--- config.mk ---
export PLATFORM = sky130hd
export DESIGN_NAME = batch_dispatch
export DESIGN_NICKNAME = d
export VERILOG_FILES = /design/src/rtl/load_store_pkg.sv /design/src/rtl/req_queue.sv /design/src/rtl/batch_dispatch.sv
export SDC_FILE = /design/constraint.sdc
export NUM_CORES = 1
export LEC_CHECK = 0
export ABC_CLOCK_PERIOD_IN_PS = 2500
export BUFFER_PORTS_ARGS = -buffer_cell sky130_fd_sc_hd__buf_4
export CAP_MARGIN = 25
export CORE_ASPECT_RATIO = 0.8
export CORE_MARGIN = 4
export CORE_UTILIZATION = 55
export DETAILED_ROUTE_END_ITERATION = 12
export HOLD_SLACK_MARGIN = 0.02
export PLACE_DENSITY = 0.78
export SLEW_MARGIN = 15
export SYNTH_ARGS = -nofsm -noshare
export SYNTH_HDL_FRONTEND = slang
export SYNTH_HIERARCHICAL = 1
export SYNTH_SLANG_ARGS = --single-unit
export TNS_END_PERCENT = 20
--- constraint.sdc ---
create_clock -name clk -period 2.5 [get_ports clk]
set_clock_uncertainty 0.05 [all_clocks]
set_input_delay 0.5 -clock clk [delete_from_list [all_inputs] [get_ports clk]]
set_output_delay 0.5 -clock clk [all_outputs]
set_load 0.01 [all_outputs]
--- src/rtl/load_store_pkg.sv ---
// Shared types and constants for the batch dispatcher and its request queue.
package load_store_pkg;

  typedef enum logic [2:0] {
    IDLE = 3'd0,
    ARM  = 3'd1,
    XFER = 3'd2,
    DONE = 3'd3,
    COOL = 3'd4
  } state_t;

  localparam int N_DEFAULT     = 10000;
  localparam int CBITS_DEFAULT = 14;
  localparam int PEND_MAX      = 7;

endpackage

--- src/rtl/req_queue.sv ---
// Turns rising edges of the upstream "tank full" level into queued batch
// requests: a saturating pending counter plus a sticky drop flag.
module req_queue
  import load_store_pkg::*;
(
  input  logic       clk,
  input  logic       rst,
  input  logic       full_in,
  input  logic       deq,
  output logic [2:0] pending,
  output logic       drop
);

  localparam logic [2:0] PMAX = 3'(PEND_MAX);

  logic full_q;
  logic req;

  assign req = full_in && !full_q;

  // A request and a dequeue on the same edge cancel, so the counter holds.
  always_ff @(posedge clk or posedge rst) begin
    if (rst) begin
      full_q  <= 1'b0;
      pending <= 3'd0;
      drop    <= 1'b0;
    end else begin
      full_q <= full_in;
      if (req && !deq) begin
        if (pending == PMAX) drop <= 1'b1;
        else                 pending <= pending + 3'd1;
      end else if (!req && deq && pending != 3'd0) begin
        pending <= pending - 3'd1;
      end
    end
  end

endmodule

--- src/rtl/batch_dispatch.sv ---
// Batch dispatcher: for each queued request, streams word indices 0..N-1
// under valid/ready flow control, pulses done, then cools down.
module batch_dispatch
  import load_store_pkg::*;
#(
  parameter int N        = N_DEFAULT,
  parameter int CBITS    = CBITS_DEFAULT,
  parameter int COOL_CYC = 4
) (
  input  logic             clk,
  input  logic             rst,
  input  logic             full_in,
  input  logic             out_ready,
  output logic             out_valid,
  output logic [CBITS-1:0] out_idx,
  output logic             busy,
  output logic             done,
  output logic [2:0]       pending,
  output logic             drop,
  output state_t           state_dbg
);

  // Handshake: a word transfers on a rising clk edge where out_valid && out_ready;
  // out_valid never drops and out_idx never changes until that transfer happens.

  localparam logic [CBITS-1:0] LAST  = CBITS'(N - 1);
  localparam logic [7:0]       COOL8 = 8'(COOL_CYC);

  state_t          state, state_nxt;
  logic [CBITS-1:0] idx;
  logic [7:0]       cool;
  logic             deq;
  logic             idx_inc;

  req_queue u_req_queue (
    .clk     (clk),
    .rst     (rst),
    .full_in (full_in),
    .deq     (deq),
    .pending (pending),
    .drop    (drop)
  );

  always_ff @(posedge clk or posedge rst) begin
    if (rst) state <= IDLE;
    else     state <= state_nxt;
  end

  always_comb begin
    state_nxt = state;
    deq       = 1'b0;
    out_valid = 1'b0;
    done      = 1'b0;
    idx_inc   = 1'b0;
    unique case (state)
      IDLE: begin
        if (pending != 3'd0) begin
          deq       = 1'b1;
          state_nxt = ARM;
        end
      end
      ARM: state_nxt = XFER;
      XFER: begin
        out_valid = 1'b1;
        if (out_ready) begin
          if (idx == LAST) state_nxt = DONE;
          else             idx_inc   = 1'b1;
        end
      end
      DONE: begin
        done      = 1'b1;
        state_nxt = COOL;
      end
      COOL: begin
        if (cool <= 8'd1) state_nxt = IDLE;
      end
      default: state_nxt = IDLE;
    endcase
  end

  // idx_inc is only raised below LAST, so the index can never wrap.
  always_ff @(posedge clk or posedge rst) begin
    if (rst) begin
      idx  <= '0;
      cool <= 8'd0;
    end else begin
      if (state == ARM)  idx <= '0;
      else if (idx_inc)  idx <= idx + CBITS'(1);
      if (state == DONE)                    cool <= COOL8;
      else if (state == COOL && cool != 0)  cool <= cool - 8'd1;
    end
  end

  assign out_idx   = idx;
  assign busy      = (state != IDLE);
  assign state_dbg = state;

endmodule
* After elaboration in Yosys (flattened, before gate mapping)
Index checks and enable logic that the tools add are counted.
** Storage, ports and cells
- Bits in registers :: 30
- Output and inout bits :: 24
- Word-level logic and storage cells :: 59
** Operators by class
- $add $sub $neg :: 4
- Magnitude comparators :: 1
- Equality and inequality tests :: 11
- Multiplexer cells :: 19
- Reduce and logical (&&, ||, !) cells :: 18
** Operators by type and width (number)
- $mux 14 :: 2
- $mux 3 :: 7
- $mux 8 :: 2
- $pmux 3 s5 :: 1
- $add 14x1->14 const B :: 1
- $eq 14x14->1 const B :: 1
- $ne 2x2->1 const B :: 5
- $le 8x1->1 const B :: 1
- $reduce_bool 8->1 :: 1
- $sub 8x1->8 const B :: 1
- $mux 1 :: 7
- $eq 3x2->1 const B :: 2
- $eq 3x3->1 const B :: 2
- $reduce_bool 2->1 :: 3
- $reduce_bool 3->1 :: 2
- $logic_and 1x1->1 :: 5
- $reduce_and 2->1 :: 2
- $reduce_and 4->1 :: 1
- $add 3x1->3 const B :: 1
- $eq 3x1->1 const B :: 1
- $logic_not 1->1 :: 3
- $logic_not 3->1 :: 1
- $sub 3x1->3 const B :: 1

* Depth between registers and ports, before layout
Gate-level depths: netlist (run 1).
- Depth in word-level cells :: 7
- Gate-level depth with buffers :: 11
- Gate-level depth less buffers :: 10

* Cells and area by module
Netlist (run 1), hierarchy kept.
** By module, submodules not included
- batch_dispatch :: times used 1, cells an instance 151, area an instance 1410.1 µm²
- req_queue :: times used 1, cells an instance 35, area an instance 340.3 µm²

* Worst setup path after synthesis (run 1)
No wires, ideal clock.
- Kind :: flip-flop to flip-flop
- From :: register state[0], in the netlist state_dbg[0]
- To :: register u_req_queue.pending[1]
- Setup time :: 0.131 ns
- Data arrival time :: 2.219 ns
- Data required time :: 2.319 ns
- Setup slack :: 0.100 ns
- Cell stages (with the launch flop) :: 11
- Buffers on the path :: 1
- Path through :: dfrtp_1 > buf_6 > or3_1 > nor2_1 > inv_1 > and2_4 > inv_2 > fa_1 > o32a_1 > nor2_1 > a211oi_2
** On the way
- Cells in the longest elaborated chain, start to end :: 6
** RTL lines
- from (decl) :: line batch_dispatch.sv:29 : state_t state, state_nxt;
- from (signal assigned) :: line batch_dispatch.sv:46 : else state <= state_nxt;
- $logic_not 3->1 (*) :: line batch_dispatch.sv:55 : unique case (state)
- $mux 1 (*) :: line batch_dispatch.sv:55
- named net deq :: line batch_dispatch.sv:32 : logic deq;
- $logic_not 1->1 or $logic_and 1x1->1 (tied branches) :: line req_queue.sv:29, req_queue.sv:32
- $logic_and 1x1->1 (on tied branches) :: line req_queue.sv:29, req_queue.sv:32
- $ne 2x2->1 (no line) or $reduce_bool 2->1 (tied branches)
- $reduce_and 2->1 (no line)
- to (signal assigned) :: line req_queue.sv:31 : else pending <= pending + 3'd1;
- to (signal assigned) :: line req_queue.sv:33 : pending <= pending - 3'd1;
- to (decl) :: line req_queue.sv:10 : output logic [2:0] pending,
Mark *: on every way through the listed nets, which the timed path passes. The rest lies on a longest branch.
A chain may end at the register's enable or synchronous reset.

* Worst setup path in the final report (run 1)
Same ends and word-level chain as after synthesis.

==> flow_metrics.py, run 1 <==
metrics = {
    "floorplan": {
        "die-area_um2": 4160,
        "initial_core_util_pct": 57.1,
        "io_pins": 28,
        "die_x_um": 71.1,
        "core_area_um2": 3060,
        "placementRows": 18,
        "dieHeight_um": 58.5,
    },
    "clock_tree": {
        "cts-root-buf": "clkbuf_8",
        "holdBufCountCts": 0,
        "numCtsBuffers": 5,
        "cts_max_path_buffers": 2,
        "cts_sinks": 30,
        "cts_resized": 0,
        "clk_pin_slew_worst_paths_ns": 0.07,
        "cts_setup_buffers": 0,
        "clock_latency_ns": 0.28,
        "cts_max_level": 2,
        "cts_tree": "yes",
    },
    "synth": {
        "synth.top_cells.by_area": "dfrtp_1, nand2_1, nor2_1",
        "synth_area_um2": 1750,
        "synth_cells": 186,
        "synth-edff-count": 0,
        "yosysWarnings": 6,
        "yosysSeqAreaShare_pct": 42.9,
        "yosysTopAreaCellShare_pct": 42.9,
        "syn_nets": 195,
        "yosysMostFrequentCell": "dfrtp_1",
        "synth_flop_cell": "dfrtp_1",
        "synth_cell_type_count": 50,
        "syn_area_per_cell_um2": 9.41,
        "synth_top_area_cell": "dfrtp_1",
        "synth_common_cells": "dfrtp_1, nand2_1, nor2_1",
        "ys_seq_elements": 30,
        "synth-async-reset-ratio_pct": 100,
    },
    "final_layout": {
        "nets": 230,
        "antennaDiodeCount": 0,
        "n_fill_cell": 255,
        "area.growth.synth_to_final_pct": 21.7,
        "instances_no_fill": 262,
        "layout-drive-gt1-share_pct": 24.8,
    },
    "timing": {
        "fmax_mhz": 427,
        "relSlewSlack_pct": 64.1,
        "setup_tns_ns": 0,
        "finalCritPeriodShare_pct": 93.6,
        "whs_ns": 0.0743,
        "setup_viol_count_final": 0,
        "final-hold-violation-count": 0,
        "rsz0062_at_grt": "no",
        "setup_ws_ns": 0.161,
        "finalMaxSlewViolations": 0,
        "worst_pin_slew_ns": 0.538,
        "period_minus_slack_ns": 2.34,
    },
    "placed_design": {
        "globalplace.congestion": 0.783,
        "place_ws_ns": 0.127,
        "portBuffers": 27,
        "dp_hpwl_um": 2920,
        "placed_cells": 254,
    },
    "routing": {
        "ant_nets": 0,
        "drt-total-wl_um": 3940,
        "drt_pass1_iterations": 4,
        "drcViolationCount": 0,
        "drt_first_iter_violations": 85,
        "vias": 1517,
        "wire_per_inst_um": 15.0,
        "viasPerCell": 5.79,
    },
    "critical_path": {
        "cp_slowest_cell": "fa_1",
        "start_kind": "register",
        "setup.worst_path.end_class": "register",
        "worstPathMaxFanout": 6,
        "required_ns": 2.61,
        "critPathKind": "reg2reg",
        "crit_arrival_ns": 2.45,
        "critPathMaxStageDelay_ns": 0.47,
        "cp_cell_sequence": "or3_1 -> nor2_1 -> inv_1 -> and2_4 -> inv_2 -> fa_1 -> a22oi_1 -> a211oi_2",
    },
    "power_and_ir_drop": {
        "clock_power_share_pct": 20.7,
        "max-vdd-ir-drop_v": 0.000652,
        "power.total_uw": 2200,
        "seqPwrFrac_pct": 32.8,
        "power.density_nw_per_um2": 1030,
        "p_leak_uw": 0.000953,
        "p_sw_share_pct": 38.8,
        "intPower_uw": 1350,
        "switching_power_uw": 854,
        "power_frac_comb_pct": 46.5,
    },
    "global_routing": {
        "top_usage_layer": "met2",
        "grt_start_max_net_pins": 26,
        "grtUsageTotal_pct": 21.0,
        "use_met2_pct": 35.5,
        "grt_pass1_vias": 1538,
        "grt_pass1_wl_um": 6890,
        "antenna_found_initial": 0,
        "grt.overflow.total": 0,
        "grt_use_met1_pct": 26.2,
        "met3_usage_pct": 6.14,
    },
    "status": {
        "status": "finished clean",
    },
    "run": {
        "maxCapViolations": 0,
    },
    "hold_path": {
        "hold_path_class": "in2async",
    },
}
==> per-layer routing <==
layer / share of wire (%) / vias to the layer above
li1: - / 741
met4: 0.81 / 0
met1: 47 / 744
met5: 0 / -
met2: 48 / 28
met3: 4.1 / 4
==> cells in the final DEF, fill, tap and decap left out, drive strengths merged, types with 2 or more instances in the layout <==
cell type | synthesis | layout
or3b | 2 | 2
a31oi | 2 | 2
o31ai | 5 | 5
a21o | 2 | 2
nand3 | 3 | 3
ha | 4 | 4
nor3b | 3 | 3
xnor2 | 6 | 6
a21oi | 11 | 11
clkbuf | 3 | 8
nor4bb | 2 | 2
nand2b | 2 | 2
inv | 10 | 10
nand4bb | 2 | 2
nor3 | 9 | 9
nor2 | 16 | 16
or3 | 8 | 8
a211oi | 2 | 2
mux2i | 3 | 3
dfrtp | 30 | 30
buf | 5 | 36
or4 | 5 | 5
nand2 | 16 | 16
and2 | 2 | 2
nor4 | 5 | 5
o211ai | 2 | 2
nand4 | 2 | 2
o21ai | 8 | 8
a22oi | 2 | 2
==> state kept, by name, indices dropped and copies added, names as in the netlist <==
signal	count
out_idx	14
cool	8
state_dbg	3
u_req_queue/pending	3
u_req_queue/drop	1
u_req_queue/full_q	1
==> kinds of logic after synthesis <==
group	share of synthesized area (%)
DFF	42.9
and+or+nand+nor	27.5
muxes	1.72
xor gates and xnor gates	3.50
AOI/OAI and AO/OA	14.7
buffers and inverters	5.65
adders and majority gates	4.00
==> metrics by stage <==
stage	area, um2	utilization, %
2_1_floorplan	1750	-
3_3_place_gp	2010	65.7
3_5_place_dp	2010	65.7
4_1_cts	2120	69.3
5_1_grt	2130	69.5
6_report	2130	69.5
==> path summary, 6_finish.rpt <==
path	from	slack (ns)	to	depth (start not counted)
setup / recovery	state_dbg[0]	0.16	u_req_queue/pending[1]	8
setup reg to reg	state_dbg[0]	0.16	u_req_queue/pending[1]	8
max in group asynchronous	rst	1.92	out_idx[8]	3
hold reg to reg	u_req_queue/drop	0.42	u_req_queue/drop	1
min in group clk	full_in	0.30	u_req_queue/full_q	1
hold / removal	rst	0.07	u_req_queue/full_q	2
==> cell type report <==
cell class	count	area, um2	area share (%)
Sequential cell	30	752	35.3
Clock buffer	8	110	5.17
Multi-Input combinational cell	137	906	42.5
Timing Repair Buffer	36	270	12.7
Inverter	11	41.3	1.94
Tap cell	40	50.0	2.35
==> power groups by stage <==
stage	logic (uW)	clock network [uW]	registers (uW)
6_report	1020	456	721
5_1_grt	1130	488	740
4_1_cts	1020	465	713
3_5_place_dp	1020	0	720
3_3_place_gp	963	0	709
2_1_floorplan	675	0	740
==> worst max-delay path: cells and delay by family, from the launching register on <==
kind	cells	cell delay, ns
buffers and inverters	2	0.21
AOI/OAI and AO/OA	2	0.35
adders and majority gates	1	0.47
and+or+nand+nor	3	0.76
DFF	1	0.37
(Power assumes the default switching activity.)
==> run 2: changes to the inputs <==
--- a/config.mk
+++ b/config.mk
@@ -14,6 +14,7 @@
 export DETAILED_ROUTE_END_ITERATION = 12
 export HOLD_SLACK_MARGIN = 0.02
 export PLACE_DENSITY = 0.78
+export SETUP_SLACK_MARGIN = 0.5
 export SLEW_MARGIN = 15
 export SYNTH_ARGS = -nofsm -noshare
 export SYNTH_HDL_FRONTEND = slang
==> constraint.sdc (replaced) <==
create_clock -name clk -period 2.5 [get_ports clk]
set_clock_uncertainty 0.05 [all_clocks]
set_input_delay 0.5 -clock clk [delete_from_list [all_inputs] [get_ports clk]]
set_output_delay 0.5 -clock clk [all_outputs]
set_load 0.005 [all_outputs]
==> flow_metrics.py, run 2 (synthesis results as in run 1) <==
metrics = {
    "final_layout": {
        "final_common_cell": "buf_4",
        "final_cell_mix": "buf_4, dfrtp_1, nand2_1, nor2_1, a21oi_1",
        "antennaDiodeCount": 0,
        "largest_reg_flops": 14,
        "utilization_pct": 74.8,
        "area.growth.synth_to_final_pct": 30.8,
        "nets": 245,
        "layout-drive-gt1-share_pct": 32.9,
    },
    "global_routing": {
        "grt_pass1_wl_um": 7440,
        "grt.overflow.total": 0,
        "antenna_found_initial": 0,
        "grt_start_max_net_pins": 26,
        "grt_pass1_vias": 1549,
        "grtUsageTotal_pct": 22.9,
    },
    "placed_design": {
        "place_ws_ns": 0.188,
        "globalplace.congestion": 0.811,
        "dp_hpwl_um": 2760,
        "portBuffers": 27,
    },
    "timing": {
        "whs_ns": 0.0865,
        "relSlewSlack_pct": 57.1,
        "setup_viol_count_final": 0,
        "worst_pin_slew_ns": 0.643,
        "setup_tns_ns": 0,
        "rsz0062_at_grt": "yes",
        "finalMaxSlewViolations": 0,
        "fmax_mhz": 464,
        "finalCritPeriodShare_pct": 86.3,
        "setup_ws_ns": 0.343,
        "final-hold-violation-count": 0,
        "period_minus_slack_ns": 2.16,
    },
    "critical_path": {
        "rr_worst_depth": 10,
        "setup.worst_path.end_class": "register",
        "start_kind": "register",
        "required_ns": 2.62,
        "r2r-end": "u_req_queue/pending[2]",
        "crit_arrival_ns": 2.27,
        "critPathMaxStageDelay_ns": 0.41,
        "worstPathMaxFanout": 4,
        "cp_slowest_cell": "or3_4",
        "reg2reg_slack_ns": 0.34,
        "cp_cell_sequence": "or3_4 -> nor2_4 -> inv_2 -> and2_4 -> inv_4 -> fa_2 -> nand4bb_1 -> o22ai_1 -> nand2_1 -> o221a_2",
        "critPathKind": "reg2reg",
        "r2r_start": "state_dbg[2]",
    },
    "power_and_ir_drop": {
        "max-vdd-ir-drop_v": 0.000699,
        "power.total_uw": 2430,
        "power.density_nw_per_um2": 1060,
        "p_leak_uw": 0.00104,
    },
    "floorplan": {
        "dieHeight_um": 58.5,
        "die-area_um2": 4160,
        "core_area_um2": 3060,
        "initial_core_util_pct": 57.1,
        "placementRows": 18,
        "io_pins": 28,
        "die_x_um": 71.1,
    },
    "routing": {
        "wire_per_inst_um": 16.1,
        "drt-total-wl_um": 4460,
        "drcViolationCount": 0,
        "vias": 1637,
        "viasPerCell": 5.91,
        "drt_first_iter_violations": 196,
        "drt_pass1_iterations": 4,
        "ant_nets": 0,
    },
    "clock_tree": {
        "holdBufCountCts": 0,
        "clock_latency_ns": 0.28,
        "cts_max_level": 2,
        "numCtsBuffers": 5,
        "cts-root-buf": "clkbuf_8",
        "cts_tree": "yes",
        "cts_max_path_buffers": 2,
        "clk_pin_slew_worst_paths_ns": 0.07,
        "cts_sinks": 30,
    },
    "hold_path": {
        "hold_path_class": "in2async",
    },
    "status": {
        "status": "finished clean",
    },
    "run": {
        "maxCapViolations": 0,
    },
}
## run 2: changes by cell type in the layout (fill, tap and decap cells not counted), sizes merged
cell      change
clkinvlp      +1
clkinv        -1
buf          +15
## run 2: where the power goes
| group | total [uW] | leakage, uW | internal (uW) | switching, uW |
|---|---|---|---|---|
| combinational | 1250 | 0.000587 | 621 | 630 |
| sequential | 717 | 0.000394 | 601 | 116 |
| clock | 458 | 0.0000575 | 278 | 180 |
| total | 2430 | 0.00104 | 1500 | 927 |
## run 2: area by class of cell
cell class	count	area [um2]
repair buffers	51	388
well taps	40	50.0
flip-flops and latches	30	752
fillers	225	773
multi-input cells	137	942
inverters	11	47.5
clock buffers	8	110
## run 2: worst max-delay path by stage
| stage | start | endpoint | cells after the start |
|---|---|---|---|
| after floorplan | state_dbg[0] | u_req_queue/pending[1] | 10 |
| after global placement | u_req_queue/pending[2] | u_req_queue/pending[2] | 10 |
| after detailed placement | u_req_queue/pending[2] | u_req_queue/pending[2] | 10 |
| after CTS | state_dbg[2] | u_req_queue/pending[1] | 9 |
| after global routing | state_dbg[2] | u_req_queue/pending[2] | 10 |
| final | state_dbg[2] | u_req_queue/pending[2] | 10 |
## run 2: what timing repair did
action                     in CTS  in global routing
cloned                          0                  1
resized for setup               5                  5
setup buffers                   8                  6
pin swaps                       7                  6
setup endpoints to repair       2                 16
## run 2: layer usage
layer / track usage (%) / wire (um) / up-vias
met5: 0 / 0 / -
met4: 8.85 / 87 / 0
met3: 5.63 / 315 / 12
met2: 36.9 / 2130 / 70
met1: 30.1 / 1930 / 777
li1: - / - / 778
## run 2: worst max-delay path: cells and delay by family (launching register included)
family	cells	cell delay [ns]
simple gates	5	0.94
flops	1	0.38
compound gates	2	0.33
fa+ha+maj	1	0.24
buf+inv	2	0.11
## run 2: per-stage QoR
step	cell area, um2	cells
2_1_floorplan	1770	186
3_3_place_gp	2030	254
3_5_place_dp	2030	254
4_1_cts	2220	270
5_1_grt	2290	277
6_report	2290	277
==> run 3: changes to the inputs <==
--- a/config.mk
+++ b/config.mk
@@ -5,19 +5,18 @@
 export SDC_FILE = /design/constraint.sdc
 export NUM_CORES = 1
 export LEC_CHECK = 0
-export ABC_CLOCK_PERIOD_IN_PS = 2500
+export ABC_CLOCK_PERIOD_IN_PS = 2330
 export BUFFER_PORTS_ARGS = -buffer_cell sky130_fd_sc_hd__buf_4
 export CAP_MARGIN = 25
 export CORE_ASPECT_RATIO = 0.8
 export CORE_MARGIN = 4
-export CORE_UTILIZATION = 55
+export CORE_UTILIZATION = 42
 export DETAILED_ROUTE_END_ITERATION = 12
 export HOLD_SLACK_MARGIN = 0.02
-export PLACE_DENSITY = 0.78
+export PLACE_DENSITY = 0.62
 export SETUP_SLACK_MARGIN = 0.5
 export SLEW_MARGIN = 15
 export SYNTH_ARGS = -nofsm -noshare
 export SYNTH_HDL_FRONTEND = slang
-export SYNTH_HIERARCHICAL = 1
 export SYNTH_SLANG_ARGS = --single-unit
 export TNS_END_PERCENT = 20
==> constraint.sdc (replaced) <==
create_clock -name clk -period 2.33 [get_ports clk]
set_clock_uncertainty 0.05 [all_clocks]
set_input_delay 0.466 -clock clk [delete_from_list [all_inputs] [get_ports clk]]
set_output_delay 0.466 -clock clk [all_outputs]
set_load 0.005 [all_outputs]
==> flow_metrics.py, run 3 <==
metrics = {
    "clock_tree": {
        "cts_max_path_buffers": 2,
        "cts_tree": "yes",
        "cts-root-buf": "clkbuf_8",
        "clk_pin_slew_worst_paths_ns": 0.07,
        "cts_max_level": 2,
        "clock_latency_ns": 0.28,
        "cts_sinks": 30,
        "numCtsBuffers": 5,
    },
    "floorplan": {
        "core_area_um2": 3950,
        "initial_core_util_pct": 45.5,
        "die-area_um2": 5400,
        "placementRows": 20,
        "die_x_um": 81.2,
        "io_pins": 28,
        "dieHeight_um": 66.5,
    },
    "power_and_ir_drop": {
        "switching_power_uw": 595,
        "seqPwrFrac_pct": 36.6,
        "max-vdd-ir-drop_v": 0.000446,
        "power_frac_comb_pct": 29.7,
        "power.density_nw_per_um2": 810,
        "p_leak_uw": 0.00110,
        "power.total_uw": 1940,
        "p_sw_share_pct": 30.6,
        "intPower_uw": 1350,
        "clock_power_share_pct": 33.6,
    },
    "synth": {
        "ys_seq_elements": 30,
        "synth_cells": 189,
        "synth_flop_cell": "dfrtp_1",
        "synth_cell_type_count": 52,
        "synth-edff-count": 0,
        "synth-async-reset-ratio_pct": 100,
        "synth_top_area_cell": "dfrtp_1",
        "syn_area_per_cell_um2": 9.52,
        "synth.top_cells.by_area": "dfrtp_1, a21oi_1, mux2i_1",
        "yosysMostFrequentCell": "dfrtp_1",
        "synth_common_cells": "dfrtp_1, nand2_1, a21oi_1",
        "yosysTopAreaCellShare_pct": 41.7,
        "yosysSeqAreaShare_pct": 41.7,
        "yosysWarnings": 0,
        "syn_nets": 198,
        "synth_area_um2": 1800,
    },
    "placed_design": {
        "dpl_cell_area_um2": 2080,
        "portBuffers": 27,
        "dp_hpwl_um": 2950,
        "globalplace.congestion": 0.871,
    },
    "final_layout": {
        "antennaDiodeCount": 0,
        "design_area_um2": 2400,
        "final_cell_mix": "buf_4, dfrtp_1, nand2_1, a21oi_1, o21ai_0",
        "layout-drive-gt1-share_pct": 36.0,
        "n_fill_cell": 352,
        "nets": 244,
        "multi_input_area_um2": 1040,
        "largest_reg_flops": 14,
        "final_common_cell": "buf_4",
        "seqCellArea_um2": 753,
        "area.growth.synth_to_final_pct": 33.4,
    },
    "global_routing": {
        "grt.overflow.total": 0,
        "grt_pass1_vias": 1476,
        "grt_start_max_net_pins": 31,
        "grt_pass1_wl_um": 6930,
        "antenna_found_initial": 0,
        "grtUsageTotal_pct": 16.8,
    },
    "timing": {
        "setup_tns_ns": 0,
        "relSlewSlack_pct": 53.3,
        "finalCritPeriodShare_pct": 86.1,
        "final-hold-violation-count": 0,
        "setup_viol_count_final": 0,
        "rsz0062_at_grt": "yes",
        "fmax_mhz": 498,
        "finalMaxSlewViolations": 0,
        "period_minus_slack_ns": 2.01,
        "worst_pin_slew_ns": 0.697,
    },
    "status": {
        "status": "finished clean",
    },
    "routing": {
        "drt_pass1_iterations": 4,
        "vias": 1668,
        "drt-total-wl_um": 4450,
        "wire_per_inst_um": 15.3,
        "viasPerCell": 5.73,
        "drt_first_iter_violations": 79,
        "drcViolationCount": 0,
        "ant_nets": 0,
    },
    "hold_path": {
        "hold_path_class": "in2async",
    },
    "critical_path": {
        "crit_arrival_ns": 2.10,
        "worstPathMaxFanout": 4,
        "critPathKind": "reg2reg",
        "required_ns": 2.43,
        "setup.worst_path.end_class": "register",
        "start_kind": "register",
    },
    "run": {
        "maxCapViolations": 0,
    },
}
## run 3: path summary, 6_finish.rpt
path / start / end / slack (ns) / depth (start not counted)
min: rst / out_idx[11] / 0.21 / 3
max: state_dbg[2] / u_req_queue.pending[1] / 0.32 / 7
min reg2reg: u_req_queue.drop / u_req_queue.drop / 0.42 / 1
max reg2reg: state_dbg[2] / u_req_queue.pending[1] / 0.32 / 7
min in group clk: full_in / u_req_queue.full_q / 0.26 / 1
max in group asynchronous: rst / state_dbg[1] / 1.71 / 3
## run 3: routing by layer
layer / part of all wire [%] / vias to the layer above / track usage [%]
met3: 4.7 / 13 / 4.46
met5: 0 / - / 0
met2: 46 / 38 / 25.0
li1: - / 801 / -
met4: 2.4 / 0 / 6.75
met1: 47 / 816 / 23.2
## run 3: worst max-delay path: stages (launching register included)
cell and delay (ns):
dfrtp_1 0.40, nor3_4 0.28, o31ai_4 0.12, nand2_2 0.09
fa_2 0.45, a21o_1 0.18, a32oi_1 0.16, o221ai_1 0.13
## run 3: cell type report
| cell class | instances | share of cell area, % |
|---|---|---|
| Multi-Input combinational cell | 142 | 43.2 |
| Sequential cell | 30 | 31.4 |
| Timing Repair Buffer | 49 | 15.4 |
| Clock buffer | 6 | 3.44 |
| Tap cell | 55 | 2.87 |
| Clock inverter | 2 | 2.50 |
| Inverter | 7 | 1.25 |
## run 3: cells by family after synthesis
logic type	Yosys count	synth area share (%)
mux	6	3.34
compound gates	48	17.2
fa+ha+maj	5	3.89
xor+xnor	2	0.974
buf+inv	17	5.35
flops	30	41.7
simple gates	81	27.5
## run 3: through the flow
stage	hold WS, ns	setup WS (ns)	std cells	utilization [%]
after global placement	0.411	0.237	270	52.6
after CTS	0.221	0.276	282	57.3
final	0.215	0.323	291	60.7
after global routing	0.251	0.175	291	60.7
after floorplan	0.416	0.326	189	-
after detailed placement	0.409	0.130	270	52.6
## run 3: power groups by stage
stage	Sequential, uW	Clock [uW]	Combinational [uW]
after CTS	711	670	526
after global routing	727	694	635
after detailed placement	724	0	501
after floorplan	710	0	308
after global placement	716	0	480
final	713	654	578
## run 3: what timing repair did
action / CTS / global route
hold buffers: 0 / 0
setup buffers: 4 / 9
gates resized for setup: 3 / 16
pin swaps: 1 / 8
setup endpoints to repair: 17 / 25
